[src/rtl/pipe_ctrl_pkg.sv]
// Shared types and constants for the pipeline controller.
package pipe_ctrl_pkg;

    // Register-specifier width of the rs/rt fields.
    localparam int unsigned REG_W = 5;

    // Default number of EX-stage cycles for a multi-cycle multiply.
    localparam int unsigned MUL_LAT_DEF = 4;

    typedef enum logic [0:0] {
        StRun,
        StMulWait
    } state_e;

endpackage

[src/rtl/pipe_ctrl_hazard_detect.sv]
// Combinational load-use hazard detector: the load in EX writes a register that
// the instruction in ID reads. Register 0 never carries a dependency.
module hazard_detect
    import pipe_ctrl_pkg::*;
(
    input  logic             ex_mem_read_i,
    input  logic [REG_W-1:0] ex_rt_i,
    input  logic [REG_W-1:0] id_rs_i,
    input  logic [REG_W-1:0] id_rt_i,
    output logic             load_use_o
);

    // Flag a dependency only for a load with a real (non-zero) destination.
    always_comb begin
        load_use_o = ex_mem_read_i && (ex_rt_i != '0) &&
                     ((ex_rt_i == id_rs_i) || (ex_rt_i == id_rt_i));
    end

endmodule

[src/rtl/pipe_ctrl.sv]
// Pipeline stall/flush controller for a 5-stage pipe with a multi-cycle multiply.
// Optional performance counters are built when PIPE_CTRL_PERF_EN is defined.
module pipe_ctrl
    import pipe_ctrl_pkg::*;
#(
    parameter int unsigned MUL_LAT = MUL_LAT_DEF
) (
    input  logic             clk,
    input  logic             reset,
    input  logic [REG_W-1:0] id_rs,
    input  logic [REG_W-1:0] id_rt,
    input  logic             ex_mem_read,
    input  logic [REG_W-1:0] ex_rt,
    input  logic             branch_taken,
    input  logic             mul_start,
    input  logic             mem_wait,
    output logic             pc_en,
    output logic             ifid_en,
    output logic             idex_en,
    output logic             exmem_en,
    output logic             memwb_en,
    output logic             ifid_flush,
    output logic             idex_flush,
    output logic             exmem_flush,
`ifdef PIPE_CTRL_PERF_EN
    output logic [31:0]      stall_cycles,
    output logic [31:0]      flush_events,
`endif
    output logic             busy
);

    // The start cycle is itself a freeze cycle, so the counter covers the remaining
    // MUL_LAT-2 freeze cycles before the release cycle.
    localparam logic [3:0] MulCntInit = 4'(MUL_LAT - 2);

    state_e     state_q, state_d;
    logic [3:0] mul_cnt_q, mul_cnt_d;
    logic       load_use;

    hazard_detect u_hazard_detect (
        .ex_mem_read_i (ex_mem_read),
        .ex_rt_i       (ex_rt),
        .id_rs_i       (id_rs),
        .id_rt_i       (id_rt),
        .load_use_o    (load_use)
    );

    // State and multiply counter register; reset aborts any multiply in flight.
    always_ff @(posedge clk or negedge reset) begin
        if (!reset) begin
            state_q   <= StRun;
            mul_cnt_q <= '0;
        end else begin
            state_q   <= state_d;
            mul_cnt_q <= mul_cnt_d;
        end
    end

    // Next-state and Mealy outputs, in priority order.
    always_comb begin
        state_d     = state_q;
        mul_cnt_d   = mul_cnt_q;
        pc_en       = 1'b1;
        ifid_en     = 1'b1;
        idex_en     = 1'b1;
        exmem_en    = 1'b1;
        memwb_en    = 1'b1;
        ifid_flush  = 1'b0;
        idex_flush  = 1'b0;
        exmem_flush = 1'b0;

        if (!reset || mem_wait) begin
            // Whole-pipe freeze; state and counter hold.
            pc_en    = 1'b0;
            ifid_en  = 1'b0;
            idex_en  = 1'b0;
            exmem_en = 1'b0;
            memwb_en = 1'b0;
        end else begin
            unique case (state_q)
                StRun: begin
                    if (branch_taken) begin
                        ifid_flush = 1'b1;
                        idex_flush = 1'b1;
                    end else if (mul_start) begin
                        pc_en       = 1'b0;
                        ifid_en     = 1'b0;
                        idex_en     = 1'b0;
                        exmem_flush = 1'b1;
                        state_d     = StMulWait;
                        mul_cnt_d   = MulCntInit;
                    end else if (load_use) begin
                        pc_en      = 1'b0;
                        ifid_en    = 1'b0;
                        idex_flush = 1'b1;
                    end
                end
                StMulWait: begin
                    if (mul_cnt_q != 4'd0) begin
                        pc_en       = 1'b0;
                        ifid_en     = 1'b0;
                        idex_en     = 1'b0;
                        exmem_flush = 1'b1;
                        mul_cnt_d   = mul_cnt_q - 4'd1;
                    end else begin
                        // Multiply result advances into EX/MEM this cycle.
                        state_d = StRun;
                    end
                end
                default: state_d = StRun;
            endcase
        end
    end

    // Busy flag follows the state register directly.
    always_comb begin
        busy = (state_q == StMulWait);
    end

`ifdef PIPE_CTRL_PERF_EN
    logic [31:0] stall_cycles_q, stall_cycles_d;
    logic [31:0] flush_events_q, flush_events_d;

    // Counter next values; both wrap naturally at 2^32.
    always_comb begin
        stall_cycles_d = stall_cycles_q + {31'd0, ~pc_en};
        flush_events_d = flush_events_q + {31'd0, (ifid_flush | idex_flush | exmem_flush)};
    end

    // Performance counter registers.
    always_ff @(posedge clk or negedge reset) begin
        if (!reset) begin
            stall_cycles_q <= '0;
            flush_events_q <= '0;
        end else begin
            stall_cycles_q <= stall_cycles_d;
            flush_events_q <= flush_events_d;
        end
    end

    assign stall_cycles = stall_cycles_q;
    assign flush_events = flush_events_q;
`endif

endmodule

[config.mk]
export PLATFORM = sky130hd
export DESIGN_NAME = pipe_ctrl
export DESIGN_NICKNAME = d
export VERILOG_FILES = /design/src/rtl/pipe_ctrl_pkg.sv /design/src/rtl/pipe_ctrl_hazard_detect.sv /design/src/rtl/pipe_ctrl.sv
export SDC_FILE = /design/constraint.sdc
export NUM_CORES = 1
export LEC_CHECK = 0
export CORE_AREA = 3 3 40 42
export CTS_CLUSTER_SIZE = 25
export DETAILED_ROUTE_END_ITERATION = 7
export DIE_AREA = 0 0 43 45
export PLACE_DENSITY = 0.77
export SETUP_SLACK_MARGIN = 0.3
export SYNTH_ARGS = -nofsm -noshare
export SYNTH_HDL_FRONTEND = slang
export SYNTH_SLANG_ARGS = --single-unit
[constraint.sdc]
create_clock -name clk -period 6.1 [get_ports clk]
set_clock_uncertainty 0.1 [all_clocks]
set_input_delay 1.83 -clock clk [delete_from_list [all_inputs] [get_ports clk]]
set_output_delay 1.83 -clock clk [all_outputs]
set_load 0.005 [all_outputs]
==> impl_results.md <==
- Reg clk slew, reported paths: about 50 ps
- H-tree depth: 1
- Yosys top cell by area: dfrtp_1
- Final Max Tran Viols: 0
- Final nets: between 100 and 150
- Grt ovf: 0
- Mapped Nets: 79
- Design Area, Final: just under 800 um2
- Starting density of the core: 0.3603
- Setup Buffers After CTS: 0
- Port buffer count: 29
- Total Power: ~200 uW
- Final Hold Viols: 0
- Global-route wire length before repair: ~1800 um
- Area of the multi-input gates: roughly 300 um2
- Vias/cell: 4.893
- Max stage delay on crit path: roughly 540 ps
- Core Rows: 13
- Worst skew pair latency: 240 ps
- Yosys Warn Count: 0
- Gpl congestion: 0.7259
- Most common cell on crit path: clkdlybuf4s50_1
- DIE AREA: a little under 2000 um2
- Total GRT Usage: 0.1234
- Ant diodes: 0
- Largest cells by area after synthesis: dfrtp_1 (27%), xnor2_1 (19%), inv_1 (4.9%)
- Final Cycle Share: 0.9355
- CP arrival: 3780 ps
- Root buf cell: clkbuf_4
- RSZ-0062 raised after global routing: no
- Crit path buffers/inverters: 2
- Dpl cells: 99
- Synthesized cell area: roughly 460 um2
- Maximum vdd ir drop: between 100 and 150 uV
- Post-DP Area: between 700 and 800 um2
- Top cell type's share of synthesized area: 0.2703
- CTS tree: yes
- Util after Layout: 0.6095
- Drt drc: 0
- Synth cell types: 22
- Worst-Margin Slew: ~340 ps
- Status: finished, final reports clean
- Top Ports: 30
- Critical Path, Cell by Cell: clkdlybuf4s50_1 -> or4_1 -> o21a_1 -> a31oi_1 -> clkdlybuf4s50_1
- WP data required: roughly 4200 ps
- Hold Crit Class: flip-flop to flip-flop
- Most common flop cell mapped by yosys: dfrtp_1
- Max-cap violation count: 0
- Peak Freq: between 150 and 200 MHz
- Filler Cells Inserted: 129
- Fin cells: ~100
- Critical path class: primary input to primary output
- Vias in the first global route: 496
- Routed Antenna Nets: 0
- Cts hold-fix bufs: 0
- Final worst slack: approximately 390 ps
- Crit-path max FO: 3
- Startpoint types: primary input
- Die H: roughly 45 um
- Hold Slack: approximately 440 ps
- Pre-CTS WS: a little under 400 ps
- Setup TNS: 0 ps
- Setup violations, final: 0
- Crit. End Element: primary output
- Syn Area/Cell: about 8.1 um2
- Final WL: about 1100 um
- WL/cell: 10.68 um
- Hpwl dp: about 930 um
- Delay-heaviest family, CP: buffers and inverters
- Die width: between 40 and 50 um
- Antenna violations before repair: 0
- Clock sink count: 5
- Layout area overhead: 69.19%
- Share of post-route cells with drive strength above 1: 0.05682
- Sequential cell area: 125.1 um2
- CP max stage cell: or4_1
- CTS Buf Count: 3
- Post-Synthesis Cells: 57
- Top cells by count, synth: xnor2_1 (10), inv_1 (6), dfrtp_1 (5), nor2_1 (5)
- Synthesized flop and latch total: 5
- PD cells: ~250 nW/um2
- Max_slew headroom: 0.7721
- Async set-reset flop share out of synthesis: 1.000
- Largest net degree at the start of global routing: 8
- Bufs on Longest Clock Path: 2
- Core area: 1285 um2
- Drt pass-1 iters: 2
- Initial detailed-routing violation count: 9
- Number of synthesized flops with an enable pin: 0
- Static leakage: approximately 0.32 nW
- Total number of vias: 504
- # resized after CTS: 0
- Seq/Total Area, Yosys: 0.2703
- Minimum clock period: about 5700 ps
- Most frequent cell after synthesis: xnor2_1
==> cells in the final DEF, fill, tap and decap left out, drive strengths merged <==
cell type | Yosys | routed
and2 | 2 | 2
nor2 | 5 | 5
or3b | 1 | 1
o21ai | 4 | 4
or3 | 2 | 2
xnor2 | 10 | 10
clkdlybuf4s50 | 0 | 29
a41o | 1 | 1
nor2b | 1 | 1
a31oi | 1 | 1
o22ai | 1 | 1
inv | 6 | 6
clkbuf | 0 | 4
nand2b | 1 | 1
a21oi | 2 | 2
nand2 | 4 | 4
o22a | 1 | 1
mux2i | 1 | 1
nand3 | 3 | 3
dfrtp | 5 | 5
ha | 1 | 1
or4 | 2 | 2
o21a | 1 | 1
==> final timing paths <==
check                                   from            to  slack, ps  depth (start not counted)
min in group asynchronous              reset  mul_cnt_q[3]       1750                          1
worst min-delay path            mul_cnt_q[0]  mul_cnt_q[0]        440                          1
max in group asynchronous              reset  mul_cnt_q[1]       3900                          1
worst max register to register  mul_cnt_q[0]  mul_cnt_q[1]       4270                          6
worst min register to register  mul_cnt_q[0]  mul_cnt_q[0]        440                          1
worst max-delay path                ex_rt[0]         pc_en        390                          5
==> logic make-up after synthesis <==
group	share of synthesized area
buffers and inverters	0.08107
AO/OA/AOI/OAI	0.1487
XOR/XNOR	0.1892
adder cells (fa/ha/maj)	0.02702
AND/OR/NAND/NOR	0.2540
flip-flops	0.2703
multiplexers	0.02972
==> power breakdown <==
part | switching, mW | internal (mW) | total, mW
clock network | 0.0154 | 0.0248 | 0.0402
registers | 0.0154 | 0.0487 | 0.0642
logic | 0.0388 | 0.0558 | 0.0947
==> routing by layer <==
layer	vias to the layer above	routed length (um)	global-route usage
li1	255	-	-
met1	227	429	0.1138
met2	20	590	0.2395
met3	2	60	0.01195
met4	0	19	0.1084
met5	-	0	0
==> layout make-up <==
class | count | share of cell area
clock buffer | 4 | 0.03355
inverter | 6 | 0.02875
multi-input combinational | 44 | 0.3834
sequential | 5 | 0.1597
tap | 15 | 0.02396
timing repair buffer | 29 | 0.3706
==> flip-flops by register name, summed over array words and instances, names as in the netlist <==
| register | flops |
|---|---|
| busy | 1 |
| mul_cnt_q | 4 |
Note: power is estimated with default switching activity, not from simulation.
